==> src/rtl/i2c_av_pkg.sv <==
// i2c_av_pkg: shared states and constants for the I2C register target
package i2c_av_pkg;
  typedef enum logic [3:0] {
    IDLE, ADDR, ADDR_ACK, SUB, SUB_ACK, WDATA, WDATA_ACK, RDATA, RDATA_ACK, WAIT_STOP
  } state_t;
  localparam logic ACK = 1'b0;
  localparam logic NACK = 1'b1;
  localparam logic [6:0] DEF_DEV_ADDR = 7'h1A;
endpackage

==> src/rtl/i2c_line_filter.sv <==
// i2c_line_filter: synchronizer, stability filter and edge pulses for one bus line
module i2c_line_filter #(
  parameter int FILT_LEN = 4
) (
  input  logic iCLK,
  input  logic iRST_N,
  input  logic raw,
  output logic level,
  output logic rise,
  output logic fall
);
  localparam int CW = $clog2(FILT_LEN + 1);
  logic [1:0] sync;
  logic [CW-1:0] cnt;
  logic upd;
  assign upd = (sync[1] != level) && (cnt == CW'(FILT_LEN - 1));
  always_ff @(posedge iCLK or negedge iRST_N) begin
    if (!iRST_N) begin
      sync <= 2'b11;
      cnt <= '0;
      level <= 1'b1;
      rise <= 1'b0;
      fall <= 1'b0;
    end else begin
      sync <= {sync[0], raw};
      cnt <= (sync[1] == level || upd) ? '0 : cnt + 1'b1;
      level <= upd ? sync[1] : level;
      rise <= upd & sync[1];
      fall <= upd & ~sync[1];
    end
  end
endmodule

==> src/rtl/i2c_av_target.sv <==
// i2c_av_target: oversampled I2C target turning bus frames into register write strobes and read requests
module i2c_av_target import i2c_av_pkg::*; #(
  parameter logic [6:0] DEV_ADDR = DEF_DEV_ADDR,
  parameter int FILT_LEN = 4,
  parameter bit AUTO_INC = 1'b1
) (
  input  logic       iCLK,
  input  logic       iRST_N,
  input  logic       I2C_SCLK,
  input  logic       I2C_SDAT_IN,
  output logic       oSDA_OE,
  output logic       oWR_EN,
  output logic [7:0] oWR_ADDR,
  output logic [7:0] oWR_DATA,
  output logic [7:0] oRD_ADDR,
  output logic       oRD_REQ,
  input  logic [7:0] iRD_DATA,
  output logic       oBUSY,
  output logic       oBUS_ERR
);
  logic scl, scl_rise, scl_fall, sda, sda_rise, sda_fall;
  logic start, stop, mid_byte, rw;
  logic [3:0] cnt;
  logic [7:0] shreg, ptr, rd_buf;
  logic [1:0] req_d;
  state_t state;
  i2c_line_filter #(.FILT_LEN(FILT_LEN)) u_scl (
    .iCLK(iCLK), .iRST_N(iRST_N), .raw(I2C_SCLK), .level(scl), .rise(scl_rise), .fall(scl_fall)
  );
  i2c_line_filter #(.FILT_LEN(FILT_LEN)) u_sda (
    .iCLK(iCLK), .iRST_N(iRST_N), .raw(I2C_SDAT_IN), .level(sda), .rise(sda_rise), .fall(sda_fall)
  );
  assign start = sda_fall & scl;
  assign stop = sda_rise & scl;
  // cnt counts SCL rises; START/STOP arrive with SCL high, so one rise is the normal case
  assign mid_byte = (state inside {ADDR, SUB, WDATA, RDATA}) && (cnt > 4'd1);
  assign oRD_ADDR = ptr;
  always_ff @(posedge iCLK or negedge iRST_N) begin
    if (!iRST_N) begin
      state <= IDLE;
      cnt <= '0;
      shreg <= '0;
      ptr <= '0;
      rd_buf <= '0;
      rw <= 1'b0;
      req_d <= '0;
      oSDA_OE <= 1'b0;
      oWR_EN <= 1'b0;
      oWR_ADDR <= '0;
      oWR_DATA <= '0;
      oRD_REQ <= 1'b0;
      oBUSY <= 1'b0;
      oBUS_ERR <= 1'b0;
    end else begin
      oWR_EN <= 1'b0;
      oRD_REQ <= 1'b0;
      req_d <= {req_d[0], oRD_REQ};
      if (req_d[1]) rd_buf <= iRD_DATA;
      if (start || stop) begin
        oBUS_ERR <= oBUS_ERR | mid_byte;
        state <= start ? ADDR : IDLE;
        oBUSY <= start & oBUSY;
        oSDA_OE <= 1'b0;
        cnt <= '0;
      end else if (scl_rise) begin
        case (state)
          ADDR, SUB, WDATA: begin
            shreg <= {shreg[6:0], sda};
            cnt <= cnt + 4'd1;
          end
          RDATA: cnt <= cnt + 4'd1;
          ADDR_ACK: oRD_REQ <= rw;
          RDATA_ACK: begin
            state <= (sda == NACK) ? WAIT_STOP : RDATA_ACK;
            oBUSY <= (sda == ACK);
            oRD_REQ <= (sda == ACK);
          end
          default: ;
        endcase
      end else if (scl_fall) begin
        case (state)
          ADDR: if (cnt == 4'd8) begin
            cnt <= '0;
            rw <= shreg[0];
            state <= (shreg[7:1] == DEV_ADDR) ? ADDR_ACK : WAIT_STOP;
            oSDA_OE <= (shreg[7:1] == DEV_ADDR);
            oBUSY <= (shreg[7:1] == DEV_ADDR);
          end
          ADDR_ACK: begin
            state <= rw ? RDATA : SUB;
            oSDA_OE <= rw & ~rd_buf[7];
            shreg <= {rd_buf[6:0], 1'b0};
          end
          SUB: if (cnt == 4'd8) begin
            cnt <= '0;
            ptr <= shreg;
            oSDA_OE <= 1'b1;
            state <= SUB_ACK;
          end
          SUB_ACK, WDATA_ACK: begin
            oSDA_OE <= 1'b0;
            state <= WDATA;
          end
          WDATA: if (cnt == 4'd8) begin
            cnt <= '0;
            oWR_EN <= 1'b1;
            oWR_ADDR <= ptr;
            oWR_DATA <= shreg;
            ptr <= ptr + 8'(AUTO_INC);
            oSDA_OE <= 1'b1;
            state <= WDATA_ACK;
          end
          RDATA: if (cnt == 4'd8) begin
            cnt <= '0;
            oSDA_OE <= 1'b0;
            ptr <= ptr + 8'(AUTO_INC);
            state <= RDATA_ACK;
          end else begin
            oSDA_OE <= ~shreg[7];
            shreg <= {shreg[6:0], 1'b0};
          end
          RDATA_ACK: begin
            oSDA_OE <= ~rd_buf[7];
            shreg <= {rd_buf[6:0], 1'b0};
            state <= RDATA;
          end
          default: ;
        endcase
      end
    end
  end
endmodule

==> config.mk <==
export PLATFORM = sky130hd
export DESIGN_NAME = i2c_av_target
export DESIGN_NICKNAME = d
export VERILOG_FILES = /design/src/rtl/i2c_av_pkg.sv /design/src/rtl/i2c_line_filter.sv /design/src/rtl/i2c_av_target.sv
export SDC_FILE = /design/constraint.sdc
export NUM_CORES = 1
export LEC_CHECK = 0
export BUFFER_PORTS_ARGS = -buffer_cell sky130_fd_sc_hd__buf_2
export CAP_MARGIN = 20
export CORE_MARGIN = 5
export CORE_UTILIZATION = 30
export DETAILED_ROUTE_END_ITERATION = 10
export PLACE_DENSITY = 0.48
export SYNTH_ARGS = -nofsm -noshare
export SYNTH_HDL_FRONTEND = slang
export SYNTH_SLANG_ARGS = --single-unit
==> constraint.sdc <==
create_clock -name iCLK -period 2.5 [get_ports iCLK]
set_input_delay 0.375 -clock iCLK [delete_from_list [all_inputs] [get_ports iCLK]]
set_output_delay 0.375 -clock iCLK [all_outputs]
set_load 0.05 [all_outputs]
== Yosys cells after proc, flatten, opt, wreduce, memory -nomap -nowiden ==
Cells that the tools add are included.
Storage, ports and cells
  flip-flop bits (word level): 72
  logic and storage cells: 154
Operators by class
  add/subtract/negate cells: 4
  magnitude comparators: 1
  eq/ne operators: 31
  muxes and demuxes: 49
  bitwise logic cells: 16
  reduce and logical (&&, ||, !) cells: 29
Operators by type and width (count)
  $mux W4: 15
  $mux W8: 6
  $pmux W8 S2: 2
  $pmux W4 S7: 1
  $mux W1: 20
  $reduce_and A5 Y1: 4
  $eq A4 B3 Y1 const B: 4
  $ne A4 B1 Y1 const B: 4
  $reduce_bool A3 Y1: 4
  $mux W3: 3
  $ne A3 B3 Y1 const B: 3
  $ne A9 B9 Y1 const B: 1
  $add A8 B1 Y8 const B: 1
  $and A1 B1 Y1: 8
  $eq A4 B2 Y1 const B: 2
  $eq A4 B4 Y1 const B: 2
  $reduce_and A4 Y1: 2
  $reduce_or A2 Y1: 4
  $eq A7 B5 Y1 const B: 1
  $not A1 Y1: 7
  $reduce_and A7 Y1: 1
  $reduce_bool A7 Y1: 1
  $add A3 B1 Y3 const B: 2
  $eq A3 B2 Y1 const B: 2
  19 further kinds: 30

== Depth between registers and ports, before layout ==
Gate-level depths: netlist of run 1.
  depth in word-level cells: 7
  depth in mapped cells: 8

== By module ==
A second synthesis of run 1 with hierarchy kept.
Second synthesis, totals
  cell total of the unflattened synthesis: 301
  area, all modules: 3507.1 sq um
Modules (own cells, without submodules)
  i2c_av_target: instances 1, cells an instance 259, area an instance 2906.5 sq um
  i2c_line_filter: instances 2, cells an instance 21, area an instance 300.3 sq um

== Least setup slack after synthesis of run 1 ==
OpenSTA, ideal clock, no wires.
  path kind: reg-to-reg
  start: register cnt[0]
  end: register state[0]
  library setup time: 0.125 ns
  data arrival time: 1.990 ns
  slack: 0.385 ns
  stages on the path, launching flop included: 8
  clock period less this slack: 2.115 ns
  path through: dfrtp_1 > inv_1 > ha_1 > and3b_1 > or4b_1 > a21oi_1 > a21o_1 > mux2_4
Between the ends
  cells in the longest elaborated chain, start to end: 3
  elaborated cells between the ends (all ways): 6
Ends and longest elaborated chain
  start: declaration: line i2c_av_target.sv:23  | logic [3:0] cnt;
  start signal: assignment: line i2c_av_target.sv:69  | cnt <= cnt + 4'd1;
  start signal: assignment: line i2c_av_target.sv:71  | RDATA: cnt <= cnt + 4'd1;
  $eq A4 B4 Y1 *
  $ne A4 B1 Y1 (no line)
  $reduce_and A7 Y1 (no line) *
  end signal: assignment: line i2c_av_target.sv:74  | state <= (sda == NACK) ? WAIT_STOP : RDATA_ACK;
  end signal: assignment: line i2c_av_target.sv:85  | state <= (shreg[7:1] == DEV_ADDR) ? ADDR_ACK : WAIT_STOP;
  end signal: assignment: line i2c_av_target.sv:90  | state <= rw ? RDATA : SUB;
  end: declaration: line i2c_av_target.sv:26  | state_t state;
Mark *: on every way between the ends. The rest lies on a longest branch, timed or not.
A chain may end at the register's enable or synchronous reset.

== Final worst setup path of run 1 ==
Ends and elaborated chain as after synthesis.

==> results.py, run 1 <==
metrics = {
    "floorplan": {
        "start_util_pct": 30.34,
        "die_h_um": 117.0,
        "core_area_um2": 11320,
        "dieArea_um2": 13690,
        "die_w_um": 117.0,
        "io_pins": 41,
        "rows": 39,
    },
    "place": {
        "io_buffers": 40,
        "pre_cts_ws_ns": 0.2743,
        "gp_congestion": 0.8272,
        "place_hpwl_um": 5394,
        "placed_area_um2": 3832,
    },
    "timing": {
        "rsz0062_at_grt": "no",
        "finalClockSkew_ns": 0.005472,
        "setup_viol": 0,
        "fmax_mhz": 445.5,
        "worst_pin_slew_ns": 0.9012,
        "tns_ns": 0,
        "drv_slew": 0,
        "period_minus_slack_ns": 2.244,
        "finalCritPeriodShare_pct": 89.78,
        "relSlewSlack_pct": 39.92,
        "hold_violations": 0,
        "setup_ws_ns": 0.2556,
    },
    "routing": {
        "wire_per_inst_um": 15.07,
        "via_per_inst": 5.062,
        "drt-initial-drc-count": 177,
        "vias": 2612,
        "finalWirelength_um": 7777,
        "drtPass1Iterations": 4,
        "drc": 0,
        "ant_nets": 0,
    },
    "global_route": {
        "grt_overflow": 0,
        "grt_antenna_before_repair": 0,
        "grt_max_degree": 73,
        "grt_pass1_vias": 2641,
        "grt_usage_pct": 12.40,
        "grt_pass1_wl_um": 13190,
    },
    "cells_and_area": {
        "fillCellCount": 1155,
        "final_cell_mix": "dfrtp_1 (66), buf_2 (39), nor2_1 (32)",
        "design_area_um2": 4154,
        "post-route-util_pct": 36.69,
        "final_nets": 388,
        "final_common_cell": "dfrtp_1",
        "drive_above_1_share_pct": 23.59,
        "antennaDiodeCount": 0,
        "area_growth_pct": 20.95,
    },
    "clock_tree": {
        "holdBufCountCts": 0,
        "clock-sinks": 72,
        "cts_resized": 0,
        "cts_buffers": 9,
        "clk_pin_slew_ns": 0.06,
        "cts-htree-levels": 3,
        "clockBufferDepth": 2,
        "clock-root-buffer": "clkbuf_16",
        "post_cts_buffers": 0,
        "insertion_delay_ns": 0.33,
        "cts_tree": "done",
    },
    "pwr": {
        "p_int_mw": 2.647,
        "combPwrFrac_pct": 24.1,
        "switching_share_pct": 31.66,
        "power_switching_mw": 1.226,
        "leakage_nw": 2.022,
        "power.density_nw_per_um2": 932.4,
        "p_clk_share_pct": 35.2,
        "pwr-share-seq_pct": 40.7,
        "max-vdd-ir-drop_uv": 371.8,
    },
    "logic_synthesis": {
        "yosys.area.top_type": "dfrtp_1",
        "seq_area_frac_synth_pct": 52.68,
        "yosysTopAreaCellShare_pct": 48.09,
        "syn_area_per_cell_um2": 10.70,
        "async_reset_ff_share_pct": 100.0,
        "synth_top_flop_cell": "dfrtp_1",
        "synth_warnings": 0,
        "syn_inst": 321,
        "netlist_area_um2": 3435,
        "ys_ff_latch": 72,
        "synth_edf_count": 0,
        "synth.distinct_cells": 57,
        "syn_nets": 341,
        "synth_area_leaders": "dfrtp_1 (48%), mux2_1 (5.2%), dfstp_2 (4.6%)",
    },
    "setup_path": {
        "end_kind": "flip-flop",
        "crit_arrival_ns": 2.46,
        "worst_setup_path_start_kind": "flip-flop",
        "worstPathMaxFanout": 4,
        "required_ns": 2.72,
        "crit_type": "flip-flop to flip-flop",
    },
    "run": {
        "drv_cap": 0,
    },
    "run_status": {
        "status": "completed",
    },
    "min_path": {
        "holdCritPathClass": "input pin to flip-flop",
    },
}
[area by class of cell]
type	instances	area, um^2	area share [%]
Sequential cell	72	1809	43.55
Clock buffer	9	225.2	5.422
Timing Repair Buffer	51	285.3	6.867
Tap cell	143	178.9	4.307
Clock inverter	7	96.34	2.319
Multi-Input combinational cell	221	1510	36.36
Inverter	13	48.80	1.175
[synth_stat cells, types with 2 or more instances]
| cell | instances |
|---|---|
| ha_1 | 8 |
| nor2b_1 | 4 |
| o22ai_1 | 10 |
| and3_1 | 3 |
| a2bb2oi_1 | 8 |
| inv_1 | 13 |
| a21oi_1 | 13 |
| nor2_1 | 32 |
| and3b_1 | 2 |
| dfstp_2 | 6 |
| nor4_1 | 4 |
| nand4b_1 | 3 |
| xor2_1 | 3 |
| a32o_1 | 3 |
| o211ai_1 | 2 |
| o21ai_1 | 4 |
| buf_2 | 5 |
| and2_1 | 2 |
| nand2b_1 | 6 |
| nand3_1 | 14 |
| or3_1 | 2 |
| o21ai_0 | 17 |
| nor3_1 | 6 |
| a21o_1 | 4 |
| mux2_1 | 16 |
| dfrtp_1 | 66 |
| mux2_2 | 9 |
| a31oi_1 | 4 |
| nand2_1 | 16 |
| clkbuf_1 | 9 |
[final timing paths]
kind,endpoint,depth (start not counted),slack (ns),from
min in group asynchronous,oWR_DATA[5],1,0.18,iRST_N
hold reg to reg,req_d[1],0,0.35,req_d[0]
hold / removal,u_scl.sync[0],1,0.14,I2C_SCLK
max in group asynchronous,u_scl.cnt[0],1,1.74,iRST_N
setup / recovery,state[0],7,0.26,cnt[0]
setup reg to reg,state[0],7,0.26,cnt[0]
[logic make-up (layout without fill, tap and decap cells)]
kind of cell | after synthesis | in the layout | share of synthesized area, %
buffers and inverters | 28 | 80 | 3.352
AO/OA/AOI/OAI | 80 | 80 | 15.48
XOR/XNOR | 4 | 4 | 1.020
flip-flops | 72 | 72 | 52.68
AND/OR/NAND/NOR | 103 | 103 | 15.92
adder cells (fa/ha/maj) | 8 | 8 | 2.915
multiplexers | 26 | 26 | 8.634
[registers in the layout, summed over array words and instances (netlist names), 2 cells and up]
name / count
oRD_ADDR: 8
oWR_ADDR: 8
oWR_DATA: 8
rd_buf: 8
shreg: 8
cnt: 4
state: 4
u_scl.cnt: 3
u_sda.cnt: 3
req_d: 2
u_scl.sync: 2
u_sda.sync: 2
[power by group through the flow]
stage | Clock (mW) | Combinational, mW | Sequential [mW]
2_1_floorplan | 0 | 0.737 | 1.50
3_3_place_gp | 0 | 0.920 | 1.59
3_5_place_dp | 0 | 0.927 | 1.60
4_1_cts | 1.41 | 0.935 | 1.58
5_1_grt | 1.46 | 1.04 | 1.61
6_report | 1.36 | 0.934 | 1.58
[worst max-delay path: stages (launching register included)]
cell,delay [ns]
dfrtp_1,0.39
inv_1,0.09
ha_1,0.23
and3b_1,0.22
or4b_1,0.50
a21oi_1,0.20
a21o_1,0.18
mux2_4,0.31
[layer usage]
| layer | global-route usage [%] | wire (um) |
|---|---|---|
| met5 | 0 | 0 |
| met4 | 5.046 | 144 |
| met3 | 3.342 | 373 |
| met2 | 19.45 | 3579 |
| met1 | 16.26 | 3680 |
[stage by stage]
| stage | hold slack (ns) | power, mW | cells |
|---|---|---|---|
| 2_1_floorplan | 0.07941 | 2.236 | 321 |
| 3_3_place_gp | 0.3359 | 2.513 | 500 |
| 3_5_place_dp | 0.3425 | 2.525 | 500 |
| 4_1_cts | 0.1255 | 3.921 | 516 |
| 5_1_grt | 0.1242 | 4.114 | 516 |
| 6_report | 0.1389 | 3.873 | 516 |
No activity file was read; power rests on OpenSTA's default activity.
==> run 2, diff against run 1 <==
CELL_PAD_IN_SITES_DETAIL_PLACEMENT = 0   (was unset)
CELL_PAD_IN_SITES_GLOBAL_PLACEMENT = 2   (was unset)
PLACE_DENSITY = 0.66   (was 0.48)
==> results.py, run 2 (synthesis results as in run 1) <==
metrics = {
    "timing": {
        "period_minus_slack_ns": 2.269,
        "tns_ns": 0,
        "relSlewSlack_pct": 38.45,
        "finalCritPeriodShare_pct": 90.76,
        "finalClockSkew_ns": 0.004964,
        "whs_ns": 0.1422,
        "fmax_mhz": 440.7,
        "hold_violations": 0,
        "drv_slew": 0,
        "rsz0062_at_grt": "no",
        "worst_pin_slew_ns": 0.9232,
        "setup_ws_ns": 0.2310,
        "setup_viol": 0,
    },
    "place": {
        "gp_congestion": 0.7725,
        "io_buffers": 40,
        "placed_area_um2": 3855,
        "pre_cts_ws_ns": 0.2478,
        "place_hpwl_um": 5649,
    },
    "floorplan": {
        "rows": 39,
        "dieArea_um2": 13690,
        "start_util_pct": 30.34,
        "die_w_um": 117.0,
        "die_h_um": 117.0,
        "core_area_um2": 11320,
        "io_pins": 41,
    },
    "setup_path": {
        "crit_type": "flip-flop to flip-flop",
        "end_kind": "flip-flop",
        "rrSetupSlack_ns": 0.23,
        "required_ns": 2.71,
        "worstPathMaxFanout": 4,
        "crit_arrival_ns": 2.48,
        "worst_setup_path_start_kind": "flip-flop",
    },
    "pwr": {
        "combPwrFrac_pct": 24.3,
        "leakage_nw": 2.038,
        "p_clk_share_pct": 35.2,
        "power.density_nw_per_um2": 928.4,
        "switching_share_pct": 31.53,
        "power_switching_mw": 1.223,
        "pwr-share-seq_pct": 40.5,
        "total_power_mw": 3.878,
        "p_int_mw": 2.655,
        "max-vdd-ir-drop_uv": 630.2,
    },
    "clock_tree": {
        "holdBufCountCts": 0,
        "cts-htree-levels": 3,
        "post_cts_buffers": 0,
        "clockBufferDepth": 2,
        "cts_resized": 0,
        "insertion_delay_ns": 0.33,
        "cts_tree": "done",
        "cts_buffers": 9,
        "clk_pin_slew_ns": 0.06,
        "clock-root-buffer": "clkbuf_16",
        "clock-sinks": 72,
    },
    "routing": {
        "drtPass1Iterations": 4,
        "drc": 0,
        "vias": 2606,
        "finalWirelength_um": 8137,
        "ant_nets": 0,
        "drt-initial-drc-count": 165,
        "via_per_inst": 5.021,
        "wire_per_inst_um": 15.68,
    },
    "global_route": {
        "grt_pass1_vias": 2610,
        "grt_antenna_before_repair": 0,
        "grt_max_degree": 73,
        "grt_usage_pct": 13.03,
        "grt_pass1_wl_um": 13690,
        "grt_overflow": 0,
    },
    "cells_and_area": {
        "design_area_um2": 4177,
        "final_common_cell": "dfrtp_1",
        "final_nets": 391,
        "antennaDiodeCount": 0,
        "final_cell_mix": "dfrtp_1 (66), buf_2 (39), nor2_1 (32)",
        "fillCellCount": 1134,
        "area_growth_pct": 21.60,
        "drive_above_1_share_pct": 24.20,
    },
    "run_status": {
        "status": "completed",
    },
    "run": {
        "drv_cap": 0,
    },
    "min_path": {
        "holdCritPathClass": "input pin to flip-flop",
    },
}
==> run 2: cell count changes in the layout (fill, tap and decap cells not counted), sizes merged <==
cell  delta
buf      +3
==> run 2: power groups by stage <==
stage / registers (mW) / logic (mW) / clock network [mW]
floorplan: 1.50 / 0.737 / 0
global placement: 1.59 / 0.946 / 0
detailed placement: 1.60 / 0.943 / 0
CTS: 1.57 / 0.952 / 1.41
global route: 1.61 / 1.06 / 1.46
finish: 1.57 / 0.943 / 1.36
==> run 2: worst paths after layout <==
kind                       startpoint       endpoint  depth (start not counted)
max                            cnt[0]       state[0]                          7
min                          I2C_SCLK  u_scl.sync[0]                          1
max reg2reg                    cnt[0]       state[0]                          7
min reg2reg                  req_d[0]       req_d[1]                          0
max in group asynchronous      iRST_N     u_sda.fall                          1
min in group asynchronous      iRST_N    oWR_DATA[6]                          1
==> run 2: critical path, cell delays in order, from the launching register on <==
cell and delay [ns]:
dfrtp_1 0.39, inv_1 0.08, ha_1 0.23, and3b_1 0.23, or4b_1 0.52, a21oi_1 0.21
a21o_1 0.19, mux2_4 0.31
==> run 2: final cells by class <==
type,instances,area [um^2],area share [%]
clock buffer,9,225.2,5.392
tap,143,178.9,4.284
sequential,72,1809,43.32
multi-input combinational,221,1510,36.16
inverter,13,48.80,1.168
clock inverter,7,96.34,2.307
timing repair buffer,54,307.8,7.370
==> run 2: metal layers <==
metal	vias up	part of all wire, %	wire length [um]	track usage, %
met3	8	5.3	430	3.290
met1	1264	48	3900	17.24
met4	0	1.3	102	4.587
met2	60	46	3704	20.82
met5	-	0	0	0
li1	1274	-	-	-
==> run 2: per-stage QoR <==
step	cells	util, %
after global routing	519	36.89
after CTS	519	36.89
after floorplan	321	-
after detailed placement	503	34.05
after global placement	503	34.05
final	519	36.89
==> run 3, diff against run 2 <==
clock period = 2.1 ns   (was 2.5 ns; I/O delays follow)
==> results.py, run 3 (synthesis results as in run 1) <==
metrics = {
    "global_route": {
        "grt_pass1_wl_um": 14060,
        "grt_antenna_before_repair": 0,
        "grt_usage_pct": 13.28,
        "grt_overflow": 0,
        "grt_pass1_vias": 2710,
        "grt_max_degree": 41,
    },
    "run": {
        "drv_cap": 0,
    },
    "setup_path": {
        "worst_setup_path_start_kind": "flip-flop",
        "worstPathMaxFanout": 4,
        "crit_type": "flip-flop to flip-flop",
        "required_ns": 2.32,
        "end_kind": "flip-flop",
        "rrSetupSlack_ns": 0.09,
        "crit_arrival_ns": 2.22,
        "reg2reg_depth": 7,
    },
    "timing": {
        "period_minus_slack_ns": 2.007,
        "finalClockSkew_ns": 0.007189,
        "fmax_mhz": 498.2,
        "whs_ns": 0.08138,
        "hold_violations": 0,
        "setup_ws_ns": 0.09279,
        "setup_viol": 0,
        "rsz0062_at_grt": "no",
        "drv_slew": 0,
        "relSlewSlack_pct": 63.30,
        "worst_pin_slew_ns": 0.5485,
        "tns_ns": 0,
        "finalCritPeriodShare_pct": 95.58,
    },
    "clock_tree": {
        "clk_pin_slew_ns": 0.06,
        "cts_tree": "done",
        "clockBufferDepth": 2,
        "post_cts_buffers": 0,
        "cts-htree-levels": 3,
        "insertion_delay_ns": 0.33,
        "clock-root-buffer": "clkbuf_16",
        "clock-sinks": 72,
        "cts_buffers": 9,
    },
    "pwr": {
        "leakage_nw": 2.180,
        "power.density_nw_per_um2": 1140,
        "max-vdd-ir-drop_uv": 552.8,
        "total_power_mw": 5.069,
    },
    "routing": {
        "drtPass1Iterations": 4,
        "via_per_inst": 4.956,
        "finalWirelength_um": 8446,
        "drc": 0,
        "vias": 2676,
        "drt-initial-drc-count": 137,
        "ant_nets": 0,
        "wire_per_inst_um": 15.64,
    },
    "place": {
        "gp_congestion": 0.7463,
        "pre_cts_ws_ns": 0.05129,
        "place_inst": 523,
        "place_hpwl_um": 6135,
        "io_buffers": 40,
    },
    "cells_and_area": {
        "drive_above_1_share_pct": 29.72,
        "stdcell_count": 540,
        "fillCellCount": 1140,
        "final_nets": 412,
        "final_common_cell": "dfrtp_1",
        "antennaDiodeCount": 0,
        "final_cell_mix": "dfrtp_1 (66), buf_2 (39), buf_4 (33)",
        "area_growth_pct": 29.40,
    },
    "floorplan": {
        "rows": 39,
        "die_h_um": 117.0,
        "die_w_um": 117.0,
        "dieArea_um2": 13690,
        "io_pins": 41,
        "core_area_um2": 11320,
        "start_util_pct": 30.34,
    },
    "min_path": {
        "min_path_cells": 1,
        "holdCritPathClass": "input pin to flip-flop",
    },
    "run_status": {
        "status": "completed",
    },
}
-- run 3: timing repair --
action                                  CTS  global route
endpoints found under the setup margin    0            13
hold buffers                              1             0
hold endpoints to repair                 26             0
gates resized for setup                   0             8
-- run 3: stage by stage --
step | util, % | area [um^2]
after floorplan | - | 3438
after global placement | 35.63 | 4034
after detailed placement | 35.63 | 4034
after CTS | 38.98 | 4413
after global routing | 39.26 | 4444
final | 39.26 | 4444
-- run 3: final cells by class --
class / instances / area [um^2] / area share (%)
clock buffers: 9 / 225.2 / 5.068
clock inverters: 7 / 143.9 / 3.238
inverters: 13 / 48.80 / 1.098
multi-input cells: 221 / 1545 / 34.77
flip-flops and latches: 72 / 1809 / 40.71
well taps: 143 / 178.9 / 4.026
repair buffers: 75 / 493.0 / 11.09
-- run 3: path summary, 6_finish.rpt --
check | startpoint | to
max | cnt[1] | state[0]
min | I2C_SDAT_IN | u_sda.sync[0]
max reg2reg | cnt[1] | state[0]
min reg2reg | req_d[0] | req_d[1]
max in group asynchronous | iRST_N | u_scl.cnt[1]
min in group asynchronous | iRST_N | oWR_DATA[5]
-- run 3: worst max-delay path: stages, from the launching register on --
cell	delay, ns
dfrtp_1	0.36
inv_2	0.06
ha_4	0.16
and3b_2	0.22
or4b_4	0.50
a21oi_4	0.16
a21o_1	0.13
mux2_4	0.30
-- run 3: report_power, final --
| part | switching, mW | leakage, nW | total, mW | internal (mW) |
|---|---|---|---|---|
| clock | 0.586 | 0.172 | 1.87 | 1.28 |
| sequential | 0.221 | 0.969 | 1.82 | 1.60 |
| combinational | 0.710 | 1.04 | 1.38 | 0.672 |
| total | 1.52 | 2.18 | 5.07 | 3.55 |
-- run 3: layer usage --
metal  part of all wire (%)  routed length (um)  track usage [%]
met4                    1.5                 123            3.746
met5                      0                   0                0
met1                     48                4036            17.78
met3                    4.7                 398            4.319
met2                     46                3888            20.71
